## src/rtl/pe_feeder_if.sv

```systemverilog
// pe_feeder_if: host stream, PE controller and result stream signals of pe_feeder.
// slave modport is the feeder's view; master is the host/controller side.
interface pe_feeder_if #(
    parameter int unsigned VECTOR_SIZE = 16,
    parameter int unsigned L_RAM_SIZE  = 4
);
    logic                   s_valid;
    logic                   s_ready;
    logic [VECTOR_SIZE-1:0] s_data;
    logic                   pe_start;
    logic                   pe_done;
    logic [L_RAM_SIZE:0]    pe_rdaddr;
    logic [VECTOR_SIZE-1:0] pe_rddata;
    logic [VECTOR_SIZE-1:0] pe_wrdata;
    logic                   m_valid;
    logic                   m_ready;
    logic [VECTOR_SIZE-1:0] m_data;
    logic                   m_err;

    modport slave (
        input  s_valid, s_data, pe_done, pe_rdaddr, pe_wrdata, m_ready,
        output s_ready, pe_start, pe_rddata, m_valid, m_data, m_err
    );

    modport master (
        output s_valid, s_data, pe_done, pe_rdaddr, pe_wrdata, m_ready,
        input  s_ready, pe_start, pe_rddata, m_valid, m_data, m_err
    );
endinterface

```

## src/rtl/pe_feeder.sv

```systemverilog
// pe_feeder: fills a 2*2^L_RAM_SIZE word operand buffer from a valid/ready stream,
// pulses pe_start, serves the controller's asynchronous read port and returns the
// result on pe_done through an output valid/ready stream.
// Optional WAIT watchdog enabled by defining PE_FEEDER_TIMEOUT_EN.
module pe_feeder #(
    parameter int unsigned VECTOR_SIZE    = 16,
    parameter int unsigned L_RAM_SIZE     = 4,
    parameter int unsigned TIMEOUT_CYCLES = 1024
) (
    input  logic        aclk,
    input  logic        aresetn,
    pe_feeder_if.slave  bus,
    output logic        busy
);

    localparam int unsigned DEPTH = 2 ** (L_RAM_SIZE + 1);

    typedef enum logic [1:0] {
        FILL,
        START,
        WAIT,
        OUT
    } state_t;

    state_t                 state;
    logic [L_RAM_SIZE:0]    wr_cnt;
    logic                   pe_start_q;
    logic                   m_valid_q;
    logic [VECTOR_SIZE-1:0] m_data_q;
    logic [VECTOR_SIZE-1:0] mem [DEPTH];

`ifdef PE_FEEDER_TIMEOUT_EN
    localparam logic [31:0] WD_LIMIT = 32'(TIMEOUT_CYCLES - 1);
    logic [31:0] wd_cnt;
    logic        m_err_q;
    assign bus.m_err = m_err_q;
`else
    assign bus.m_err = 1'b0;
`endif

    assign bus.s_ready   = (state == FILL);
    assign busy          = (state != FILL);
    assign bus.pe_start  = pe_start_q;
    assign bus.m_valid   = m_valid_q;
    assign bus.m_data    = m_data_q;
    assign bus.pe_rddata = mem[bus.pe_rdaddr];

    // Operand buffer: written only by accepted FILL transfers, never cleared by reset.
    always_ff @(posedge aclk) begin
        if (aresetn && state == FILL && bus.s_valid) begin
            mem[wr_cnt] <= bus.s_data;
        end
    end

    // Control FSM with registered start pulse and result outputs.
    always_ff @(posedge aclk) begin
        if (!aresetn) begin
            state      <= FILL;
            wr_cnt     <= '0;
            pe_start_q <= 1'b0;
            m_valid_q  <= 1'b0;
            m_data_q   <= '0;
`ifdef PE_FEEDER_TIMEOUT_EN
            wd_cnt     <= '0;
            m_err_q    <= 1'b0;
`endif
        end else begin
            pe_start_q <= 1'b0;
            case (state)
                FILL: begin
                    if (bus.s_valid) begin
                        wr_cnt <= wr_cnt + 1'b1;
                        if (wr_cnt == '1) begin
                            wr_cnt     <= '0;
                            pe_start_q <= 1'b1;
                            state      <= START;
                        end
                    end
                end
                START: begin
`ifdef PE_FEEDER_TIMEOUT_EN
                    wd_cnt <= '0;
`endif
                    state <= WAIT;
                end
                WAIT: begin
                    if (bus.pe_done) begin
                        m_data_q  <= bus.pe_wrdata;
                        m_valid_q <= 1'b1;
`ifdef PE_FEEDER_TIMEOUT_EN
                        m_err_q   <= 1'b0;
`endif
                        state     <= OUT;
                    end
`ifdef PE_FEEDER_TIMEOUT_EN
                    else if (wd_cnt == WD_LIMIT) begin
                        m_data_q  <= '0;
                        m_valid_q <= 1'b1;
                        m_err_q   <= 1'b1;
                        state     <= OUT;
                    end else begin
                        wd_cnt <= wd_cnt + 32'd1;
                    end
`endif
                end
                OUT: begin
                    if (bus.m_ready) begin
                        m_valid_q <= 1'b0;
                        state     <= FILL;
                    end
                end
                default: state <= FILL;
            endcase
        end
    end

endmodule

```

## src/flat_wrapper.sv

```systemverilog
// flat-port wrapper written by rule: the top's interface ports become plain ports
module pe_feeder_flat 
#(
    parameter int unsigned VECTOR_SIZE    = 16,
    parameter int unsigned L_RAM_SIZE     = 4,
    parameter int unsigned TIMEOUT_CYCLES = 1024
)
  (aclk, aresetn, busy, bus_s_valid, bus_s_data, bus_pe_done, bus_pe_rdaddr, bus_pe_wrdata, bus_m_ready, bus_s_ready, bus_pe_start, bus_pe_rddata, bus_m_valid, bus_m_data, bus_m_err);
  pe_feeder_if #(.VECTOR_SIZE(VECTOR_SIZE), .L_RAM_SIZE(L_RAM_SIZE)) bus_i ();
  input  logic aclk;
  input  logic aresetn;
  output logic busy;
  input wire logic [$bits(bus_i.s_valid)-1:0] bus_s_valid;
  input wire logic [$bits(bus_i.s_data)-1:0] bus_s_data;
  input wire logic [$bits(bus_i.pe_done)-1:0] bus_pe_done;
  input wire logic [$bits(bus_i.pe_rdaddr)-1:0] bus_pe_rdaddr;
  input wire logic [$bits(bus_i.pe_wrdata)-1:0] bus_pe_wrdata;
  input wire logic [$bits(bus_i.m_ready)-1:0] bus_m_ready;
  output wire logic [$bits(bus_i.s_ready)-1:0] bus_s_ready;
  output wire logic [$bits(bus_i.pe_start)-1:0] bus_pe_start;
  output wire logic [$bits(bus_i.pe_rddata)-1:0] bus_pe_rddata;
  output wire logic [$bits(bus_i.m_valid)-1:0] bus_m_valid;
  output wire logic [$bits(bus_i.m_data)-1:0] bus_m_data;
  output wire logic [$bits(bus_i.m_err)-1:0] bus_m_err;
  assign bus_i.s_valid = bus_s_valid;
  assign bus_i.s_data = bus_s_data;
  assign bus_i.pe_done = bus_pe_done;
  assign bus_i.pe_rdaddr = bus_pe_rdaddr;
  assign bus_i.pe_wrdata = bus_pe_wrdata;
  assign bus_i.m_ready = bus_m_ready;
  assign bus_s_ready = bus_i.s_ready;
  assign bus_pe_start = bus_i.pe_start;
  assign bus_pe_rddata = bus_i.pe_rddata;
  assign bus_m_valid = bus_i.m_valid;
  assign bus_m_data = bus_i.m_data;
  assign bus_m_err = bus_i.m_err;
  pe_feeder #(.VECTOR_SIZE(VECTOR_SIZE), .L_RAM_SIZE(L_RAM_SIZE), .TIMEOUT_CYCLES(TIMEOUT_CYCLES)) u_core (.aclk(aclk), .aresetn(aresetn), .bus(bus_i), .busy(busy));
endmodule
```

## config.mk

```make
export PLATFORM = sky130hd
export DESIGN_NAME = pe_feeder_flat
export DESIGN_NICKNAME = d
export VERILOG_FILES = /design/src/rtl/pe_feeder_if.sv /design/src/rtl/pe_feeder.sv /design/src/flat_wrapper.sv
export SDC_FILE = /design/constraint.sdc
export NUM_CORES = 1
export LEC_CHECK = 0
export CAP_MARGIN = 20
export CORE_MARGIN = 2
export CORE_UTILIZATION = 50
export DETAILED_ROUTE_END_ITERATION = 10
export GPL_TIMING_DRIVEN = 0
export PLACE_DENSITY_LB_ADDON = 0.15
export REMOVE_ABC_BUFFERS = 1
export SLEW_MARGIN = 20
export SYNTH_ARGS = -nofsm -noshare
export SYNTH_HDL_FRONTEND = slang
export SYNTH_SLANG_ARGS = --single-unit
```

## constraint.sdc

```tcl
create_clock -name aclk -period 3.35 [get_ports aclk]
set_input_delay 0.67 -clock aclk [delete_from_list [all_inputs] [get_ports aclk]]
set_output_delay 0.67 -clock aclk [all_outputs]
set_load 0.02 [all_outputs]
```

# [Word level (Yosys, flattened, before mapping)]
# Memory sizes are Yosys's and may differ from the RTL's.
# Index checks and enable logic that the tools add are counted.
[op_classes] addsub=1 n_eq_ne=8 muxes=12 reduce_logical=10
[ops] cell="$mux 2" n=4
[ops] cell="$pmux 2 s4" n=1
[ops] cell="$ne 2x2->1 const B" n=3
[ops] cell="$reduce_and 3->1" n=2
[ops] cell="$add 5x1->5 const B" n=1
[ops] cell="$eq 5x5->1 const B" n=1
[ops] cell="$mux 1" n=5
[ops] cell="$mux 5" n=1
[ops] cell="$eq 2x2->1 const B" n=2
[ops] cell="$reduce_and 2->1" n=2
[ops] cell="$reduce_and 4->1" n=1
[ops] cell="$reduce_bool 2->1" n=2
[ops] cell="$eq 2x1->1 const B" n=1
[ops] cell="$logic_and 1x1->1" n=2
[ops] cell="$logic_not 2->1" n=1
[ops] cell="$ne 2x1->1 const B" n=1
[ops] cell="$pmux 1 s2" n=1
[word_totals] register_bits=25 mem_bits_rw=512 input_bits=42 out_inout_bits=37 n_memories=1
[mem_list] name="u_core.mem" depth=32 word_bits=16 read_ports=1 rd_clocked_by_memory_dff=0 write_ports=1 line="pe_feeder.sv:30" text="logic [VECTOR_SIZE-1:0] mem [DEPTH];"

# [Depth between registers and ports, before layout]
# Gate-level depths: netlist of run 1.
[logic_depth] depth_word=5 depth_mapped=8 ltp_nobuf=7

# [Worst setup path before layout of run 1]
# No wires, ideal clock.
[synth_path] kind="input to output" startpoint="input bus_pe_rdaddr[1]" endpoint="output bus_pe_rddata[1]" arrival_time_ns=1.793 setup_slack_ns=0.887 cell_stages=8 n_path_buf=4 cell_sequence="buf_4 buf_12 buf_8 buf_6 mux2i_1 nand2_1 a31oi_1 nand3_1"
[synth_via] elab_chain_cells=1
[synth_lines] element="start, declared" line="flat_wrapper.sv:16" text="input wire logic [$bits(bus_i.pe_rdaddr)-1:0] bus_pe_rdaddr;"
[synth_lines] element="$mem_v2 32x16"
[synth_lines] element="end, declared" line="flat_wrapper.sv:21" text="output wire logic [$bits(bus_i.pe_rddata)-1:0] bus_pe_rddata;"
# No other way between the ends.

# [Worst setup path after layout of run 1]
[layout_path] startpoint="input bus_pe_rdaddr[0]" endpoint="output bus_pe_rddata[12]"
# Same word-level chain as after synthesis.

==> results of run 1 <==
power by group through the flow:
stage	registers, uW	clock network (uW)	logic (uW)
after floorplan	7560	0	375
after global placement	7560	0	1100
after detailed placement	7560	0	889
after CTS	7420	5550	938
after global routing	7420	5820	991
final	7410	5470	929
layer usage:
layer	up-vias	track usage	part of all wire
met4	0	0.0816	0.030
met1	5697	0.301	0.43
li1	5166	-	-
met2	320	0.365	0.48
met5	-	0	0
met3	77	0.0322	0.052
worst paths after layout:
kind / start / to / slack [ps] / cells past startpoint
max: bus_pe_rdaddr[0] / bus_pe_rddata[12] / 20 / 8
min: u_core.bus.m_data[4] / u_core.bus.m_data[4] / 450 / 2
max reg2reg: u_core.state[0] / u_core.mem[4][4] / 680 / 6
min reg2reg: u_core.bus.m_data[4] / u_core.bus.m_data[4] / 450 / 2
flip-flops by register name, summed over array words and instances, names as in the netlist:
signal               count
u_core.bus.m_data       16
u_core.state             2
u_core.mem             512
u_core.wr_cnt            5
u_core.bus.m_valid       1
u_core.bus.pe_start      1
per-stage QoR:
step / hold WS (ps) / worst slack [ps]
4_1_cts: 459 / -101
3_5_place_dp: 452 / -1480
6_report: 455 / 17.6
2_1_floorplan: 500 / -799
3_3_place_gp: 441 / -12800
5_1_grt: 498 / 1.02
synthesized netlist by cell type (2+ instances only):
cell type	number	share of area
buf_2	19	0.0045
buf_8	6	0.0042
nor3_1	18	0.0042
inv_1	6	0.0011
buf_4	19	0.0067
edfxtp_1	512	0.72
nand3_1	34	0.0080
o21ai_0	2	0.00047
and3_1	2	0.00059
mux2i_1	257	0.12
buf_6	6	0.0032
a31oi_1	17	0.0050
nor2b_1	5	0.0015
dfxtp_1	25	0.023
and2_1	3	0.00088
buf_12	5	0.0047
a21oi_1	34	0.0080
ha_1	9	0.0053
a21boi_0	18	0.0063
a22o_1	32	0.013
clkbuf_1	20	0.0035
nand2b_1	2	0.00059
a22oi_1	64	0.023
nand4_1	17	0.0050
a21boi_1	2	0.00070
nand3b_1	3	0.0011
nand2_1	78	0.014
nor2_1	36	0.0063
repair_timing:
action / 4_1_cts / 5_1_grt
setup endpoints to repair: 16 / 7
pin swaps: 2 / 0
gates cloned: 6 / 2
setup buffers: 7 / 0
resized for setup: 65 / 4
cells by family (layout without fill, tap and decap cells):
| group | count (synthesis) | in the layout | synth area share |
|---|---|---|---|
| DFF | 537 | 537 | 0.744 |
| muxes | 257 | 257 | 0.121 |
| AOI/OAI and AO/OA | 172 | 172 | 0.0574 |
| buffers and inverters | 82 | 223 | 0.0280 |
| adders and majority gates | 9 | 9 | 0.00528 |
| and+or+nand+nor | 204 | 205 | 0.0442 |
| other | 1 | 1 | 0.000176 |
worst reg2reg max path: cells and delay by family, from the launching register on:
| family | cells | cell delay (ps) |
|---|---|---|
| flip-flops | 1 | 320 |
| AND/OR/NAND/NOR | 3 | 1430 |
| buffers and inverters | 2 | 350 |
| adder cells (fa/ha/maj) | 1 | 270 |
area by class of cell:
| cell class | instances | area, sq um | area share |
|---|---|---|---|
| clock buffer | 84 | 1540 | 0.0618 |
| multi-input combinational | 644 | 5170 | 0.208 |
| tap | 539 | 674 | 0.0271 |
| inverter | 7 | 26.3 | 0.00106 |
| sequential | 537 | 15900 | 0.639 |
| timing repair buffer | 122 | 1510 | 0.0609 |
| clock inverter | 10 | 46.3 | 0.00186 |
==> flow_summary.json, run 1 <==
{
  "status": "completed",
  "rows": 75,
  "p_per_area_nw_per_um2": 556,
  "finalSetupTns_ps": 0,
  "drc": 0,
  "cp_slowest_cell": "dlygate4sd2_1",
  "synthArstFlopShare": 0,
  "cp.arrival_ps": 2660,
  "cp-start-kind": "primary input",
  "path_cells": "clkdlybuf4s15_2 > nor2b_4 > buf_4 > a22o_1 > nor3_2 > a31oi_1 > nand3_1 > dlygate4sd2_1",
  "placedCellCount": 1834,
  "htree_num_levels": 2,
  "power.internal_uw": 10900,
  "clock_skew_ps": 19.0,
  "p_sw_frac": 0.213,
  "synthDistinctLibCells": 39,
  "cts_buffer_depth": 3,
  "crit_family": "buffers and inverters",
  "start_util": 0.507,
  "synth_edf_count": 512,
  "clk_latency_ps": 590,
  "core_area_sq_um": 42000,
  "final_common_cell": "edfxtp_1",
  "fill_cells": 3102,
  "vias": 11260,
  "cts_tree": "built",
  "worst_slew_pin_slew_ps": 1020,
  "postLayoutCellArea_sq_um": 24800,
  "postPlaceCellArea_sq_um": 22900,
  "via_per_inst": 5.80,
  "final_cell_mix": "512 x edfxtp_1, 257 x mux2i_1, 78 x nand2_1, 64 x a22oi_1, 57 x clkbuf_16",
  "max_freq_ghz": 0.300,
  "hold_buffers": 0,
  "wirelength_um": 48500,
  "rsz0062_at_grt": "false",
  "yosys_warnings": 0,
  "antenna_found_initial": 0,
  "io_buffers": 77,
  "antennaDiodeCount": 0,
  "hp-class": "flop to flop",
  "seq_area_frac_synth": 0.744,
  "area_growth_pct": 16.5,
  "track_usage": 0.221,
  "required_ps": 2680,
  "p_seq_frac": 0.537,
  "syn_avg_cell_area_sq_um": 16.9,
  "drt_pass1_iterations": 5,
  "utilization": 0.591,
  "fin_nets": 1416,
  "cts.clk_slew.worst_paths_ps": 60,
  "cap_violations": 0,
  "path_buf_inv": 3,
  "ys_ff_latch": 537,
  "dp_hpwl_um": 27300,
  "grt_pass1_vias": 11287,
  "cpPeakStageDelay_ps": 390,
  "final_cells": 1943,
  "grt_start_max_net_pins": 35,
  "setup_viol": 0,
  "p_sw_uw": 2940,
  "wl_per_cell_um": 25.0,
  "slew_headroom": 0.316,
  "critical_path_class": "primary input to output pin",
  "timing.final.crit_share": 0.995,
  "cts_buffers": 53,
  "period_needed_ps": 3330,
  "power_uw": 13800,
  "syn-cell-area_sq_um": 21300,
  "gp_congestion": 0.734,
  "fp.dieW_um": 211,
  "power_frac_comb": 0.067,
  "grt.overflow.total": 0,
  "clock-root-buffer": "clkbuf_16",
  "p_leak_uw": 0.00862,
  "clock-sinks": 537,
  "path_max_fanout": 9,
  "synthFlopType": "edfxtp_1",
  "end_kind": "output pin",
  "dieArea_sq_um": 44300,
  "die_y_um": 211,
  "postRouteAntennaNets": 0,
  "grt_pass1_wl_um": 71300,
  "syn_inst": 1262,
  "clock_power_share": 0.396,
  "hold_viol_final": 0,
  "drt_iter0_markers": 865,
  "irDropWorstVdd_v": 0.000447,
  "ios": 79,
  "drive_gt1_frac": 0.137,
  "drv_slew": 0
}
Power figures use the tool's default switching activity.
==> run 2, diff against run 1 <==
==> constraint.sdc (replaced) <==
create_clock -name aclk -period 3.4 [get_ports aclk]
set_input_delay 0.68 -clock aclk [delete_from_list [all_inputs] [get_ports aclk]]
set_output_delay 0.68 -clock aclk [all_outputs]
set_load 0.02 [all_outputs]
==> run 2 against run 1 <==
  * Sequential share of layout area barely moved
  * Largest power group unchanged
  * Clock skew rose by 3.2 ps
  * Combinational power fell by 2%
  * Clock power fell by 1%
  * Via count fell by 0.33%
  * Sequential power fell by 1%
  * Routed wire length fell by 0.17%
  * Highest routed layer unchanged
==> flow_summary.json, run 2 (synthesized netlist as in run 1, its figures left out) <==
{
  "dp_hpwl_um": 27300,
  "drv_slew": 0,
  "setup_viol": 0,
  "cap_violations": 0,
  "p_seq_frac": 0.537,
  "final_cell_mix": "512 x edfxtp_1, 257 x mux2i_1, 78 x nand2_1, 64 x a22oi_1, 57 x clkbuf_16",
  "grt_pass1_vias": 11288,
  "antenna_found_initial": 0,
  "power_uw": 13600,
  "postPlaceCellArea_sq_um": 22900,
  "rows": 75,
  "drc": 0,
  "vias": 11223,
  "worst_slew_pin_slew_ps": 1010,
  "clock-sinks": 537,
  "wirelength_um": 48400,
  "clock_skew_ps": 22.1,
  "gp_congestion": 0.734,
  "path_cells": "clkdlybuf4s15_2 > nor2b_4 > buf_4 > a22o_1 > nor3_2 > a31oi_1 > nand3_1 > dlygate4sd2_1",
  "finalSetupTns_ps": 0,
  "required_ps": 2720,
  "largest_register_ffs": 512,
  "cp.arrival_ps": 2660,
  "hold_buffers": 0,
  "drive_gt1_frac": 0.136,
  "grt_pass1_wl_um": 71300,
  "core_area_sq_um": 42000,
  "fin_nets": 1416,
  "final_common_cell": "edfxtp_1",
  "cp-start-kind": "primary input",
  "clock-root-buffer": "clkbuf_16",
  "irDropWorstVdd_v": 0.000438,
  "io_buffers": 77,
  "power_frac_comb": 0.067,
  "grt_start_max_net_pins": 35,
  "cp_slowest_cell": "dlygate4sd2_1",
  "die_y_um": 211,
  "htree_num_levels": 2,
  "antennaDiodeCount": 0,
  "hp-class": "flop to flop",
  "path_max_fanout": 9,
  "period_needed_ps": 3340,
  "worst_hold_slack_ps": 457,
  "via_per_inst": 5.78,
  "fp.dieW_um": 211,
  "power.internal_uw": 10700,
  "hold_viol_final": 0,
  "p_sw_uw": 2900,
  "max_freq_ghz": 0.299,
  "cts_tree": "built",
  "timing.final.crit_share": 0.983,
  "postRouteAntennaNets": 0,
  "rsz0062_at_grt": "false",
  "utilization": 0.591,
  "fill_cells": 3108,
  "p_leak_uw": 0.00861,
  "slew_headroom": 0.326,
  "status": "completed",
  "drt_pass1_iterations": 5,
  "p_per_area_nw_per_um2": 548,
  "ios": 79,
  "postLayoutCellArea_sq_um": 24800,
  "drt_iter0_markers": 887,
  "cts_buffers": 53,
  "grt.overflow.total": 0,
  "wl_per_cell_um": 24.9,
  "cts.clk_slew.worst_paths_ps": 60,
  "p_sw_frac": 0.213,
  "regMostFlops": "u_core.mem",
  "start_util": 0.507,
  "path_buf_inv": 3,
  "cts_buffer_depth": 3,
  "area_growth_pct": 16.4,
  "clock_power_share": 0.396,
  "end_kind": "output pin",
  "track_usage": 0.221,
  "critical_path_class": "primary input to output pin",
  "clk_latency_ps": 590,
  "crit_family": "buffers and inverters",
  "cpPeakStageDelay_ps": 390,
  "dieArea_sq_um": 44300
}
## run 2: changes by cell type in the layout (fill, tap and decap cells not counted)
cell,change
dlygate4sd2_1,+3
nor3_1,+1
buf_16,+1
bufbuf_16,-1
clkdlybuf4s15_1,-2
nor3_2,-1
dlymetal6s2s_1,-1
## run 2: final timing paths
kind                        start                    to  slack [ps]  cells after the start
max              bus_pe_rdaddr[0]     bus_pe_rddata[12]          60                      8
min          u_core.bus.m_data[4]  u_core.bus.m_data[4]         460                      2
max reg2reg       u_core.state[0]      u_core.mem[4][4]         730                      6
min reg2reg  u_core.bus.m_data[4]  u_core.bus.m_data[4]         460                      2
## run 2: final cells by class
cell class	count	area (sq um)	share of cell area
sequential	537	15900	0.639
multi-input combinational	644	5170	0.208
clock buffer	84	1540	0.0618
timing repair buffer	122	1500	0.0605
tap	539	674	0.0272
clock inverter	10	46.3	0.00186
inverter	7	26.3	0.00106
## run 2: power by group through the flow
stage	Sequential, uW	Combinational, uW	Clock [uW]
6_report	7310	911	5390
3_5_place_dp	7450	876	0
2_1_floorplan	7450	369	0
3_3_place_gp	7450	1080	0
5_1_grt	7310	974	5730
4_1_cts	7310	922	5470
## run 2: per-stage QoR
| stage | setup slack [ps] | std cells |
|---|---|---|
| 2_1_floorplan | -769 | 1187 |
| 3_3_place_gp | -12770 | 1803 |
| 3_5_place_dp | -1450 | 1834 |
| 4_1_cts | -70.6 | 1941 |
| 5_1_grt | 5.71 | 1943 |
| 6_report | 58.8 | 1943 |
## run 2: timing repair
| action | CTS | global route |
|---|---|---|
| pin swaps | 2 | 0 |
| resized for setup | 66 | 1 |
| gates cloned | 6 | 2 |
| buffers inserted | 7 | 0 |
| endpoints found under the setup margin | 16 | 5 |
| endpoints found under the hold margin | 0 | 0 |
## run 2: tightest hold or removal path: stages (launching register included)
cell and delay [ps]:
dfxtp_1 310, nand2_1 50, a21boi_1 50
## run 2: metal layers
metal	routed length [um]	share of wire	track usage
met5	0	0	0
met4	1430	0.030	0.0816
met3	2610	0.054	0.0322
met2	23400	0.48	0.365
met1	21000	0.43	0.301
==> run 3, diff against run 2 <==
--- a/config.mk
+++ b/config.mk
@@ -6,7 +6,7 @@
 export NUM_CORES = 1
 export LEC_CHECK = 0
 export CAP_MARGIN = 20
-export CORE_MARGIN = 2
+export CORE_MARGIN = 5
 export CORE_UTILIZATION = 50
 export DETAILED_ROUTE_END_ITERATION = 10
 export GPL_TIMING_DRIVEN = 0
==> run 3 against run 2 <==
  * Non-clock buffer count is 6 higher
  * Clock-buffer cell count is 9 lower
  * Core utilization is 0.63 points higher
  * Hold slack worse by 1.2 ps
  * Setup slack better by 28 ps
  * Via count is 1.0% higher
  * Register-to-register slack worse by 60 ps
  * Clock power is 9.5% higher
==> flow_summary.json, run 3 (synthesized netlist as in run 1, its figures left out) <==
{
  "wl_per_cell_um": 24.9,
  "fin_nets": 1423,
  "cts_tree": "built",
  "status": "completed",
  "antenna_found_initial": 2,
  "drive_gt1_frac": 0.151,
  "dp_hpwl_um": 28300,
  "track_usage": 0.205,
  "gp_congestion": 0.729,
  "die_y_um": 217,
  "vias": 11340,
  "p_leak_uw": 0.00874,
  "utilization": 0.597,
  "irDropWorstVdd_v": 0.000415,
  "hp-class": "flop to flop",
  "wirelength_um": 48600,
  "largest_register_ffs": 512,
  "hold_viol_final": 0,
  "clock_skew_ps": 11.4,
  "rows": 75,
  "final_cell_mix": "512 x edfxtp_1, 257 x mux2i_1, 78 x nand2_1, 64 x a22oi_1, 57 x clkbuf_16",
  "io_buffers": 77,
  "final.setup.worst_slack_ps": 87.0,
  "dp_slack_ps": -1650,
  "drt_pass1_iterations": 4,
  "via_per_inst": 5.81,
  "fill_cells": 3149,
  "grt.overflow.total": 0,
  "start_util": 0.507,
  "slew_headroom": 0.287,
  "period_needed_ps": 3310,
  "cp-start-kind": "primary input",
  "max_freq_ghz": 0.302,
  "required_ps": 2720,
  "rsz0062_at_grt": "false",
  "cap_violations": 0,
  "timing.final.crit_share": 0.974,
  "core_area_sq_um": 42000,
  "cts_buffers": 54,
  "antennaDiodeCount": 0,
  "regMostFlops": "u_core.mem",
  "cp.arrival_ps": 2630,
  "cts.clk_slew.worst_paths_ps": 60,
  "grt_pass1_wl_um": 72800,
  "hold_buffers": 0,
  "clk_latency_ps": 590,
  "htree_num_levels": 2,
  "drt_iter0_markers": 814,
  "end_kind": "output pin",
  "drv_slew": 0,
  "grt_pass1_vias": 11472,
  "fp.dieW_um": 217,
  "path_max_fanout": 25,
  "ios": 79,
  "cts_buffer_depth": 3,
  "dieArea_sq_um": 46900,
  "critical_path_class": "primary input to output pin",
  "worst_slew_pin_slew_ps": 1070,
  "drc": 0,
  "p_per_area_nw_per_um2": 563,
  "final_common_cell": "edfxtp_1",
  "clock-root-buffer": "clkbuf_16",
  "setup_viol": 0,
  "clock-sinks": 537,
  "postRouteAntennaNets": 0,
  "area_growth_pct": 17.7,
  "grt_start_max_net_pins": 38
}
==> run 3: critical path, stage by stage <==
cell           delay, ps
buf_16               230
bufbuf_16            380
mux2i_1              200
a22o_1               180
nor3_2                60
a31oi_1              250
nand3_1              230
dlygate4sd2_1        390
==> run 3: layout make-up <==
type	count	area [sq um]	share of cell area
sequential	537	15900	0.633
timing repair buffer	128	1560	0.0621
multi-input combinational	644	5190	0.207
clock inverter	22	233	0.00927
tap	539	674	0.0269
inverter	7	26.3	0.00105
clock buffer	75	1530	0.0611
==> run 3: stage by stage <==
stage / power (uW) / hold slack [ps] / setup TNS (ps) / area, sq um / cells
floorplan: 7810 / 500 / -12310 / 20800 / 1187
global placement: 8530 / 441 / -584660 / 22200 / 1803
detailed placement: 8320 / 457 / -84140 / 22900 / 1834
CTS: 14200 / 463 / 0 / 25100 / 1952
global route: 14600 / 489 / 0 / 25100 / 1952
finish: 14100 / 456 / 0 / 25100 / 1952
==> run 3: where the power goes <==
group | internal, uW | switching, uW | leakage [uW]
sequential | 7290 | 18.4 | 0.00481
clock | 3510 | 2390 | 0.000865
combinational | 354 | 567 | 0.00307
==> run 3: timing repair <==
action	CTS	global route
pin swaps	4	1
setup endpoints to repair	16	3
resized for setup	73	3
setup buffers	14	0
cloned	7	0
==> run 3: path summary, 6_finish.rpt <==
| kind | start | endpoint | slack [ps] | cells past startpoint |
|---|---|---|---|---|
| setup / recovery | bus_pe_rdaddr[1] | bus_pe_rddata[10] | 90 | 8 |
| hold / removal | u_core.bus.m_data[4] | u_core.bus.m_data[4] | 460 | 2 |
| setup reg to reg | u_core.state[0] | u_core.mem[23][10] | 670 | 5 |
| hold reg to reg | u_core.bus.m_data[4] | u_core.bus.m_data[4] | 460 | 2 |
==> run 3: routing by layer <==
metal,vias up,share of wire,global-route usage
li1,5174,-,-
met1,5787,0.43,0.283
met2,310,0.50,0.347
met3,69,0.052,0.0325
met4,0,0.018,0.0507
met5,-,0,0
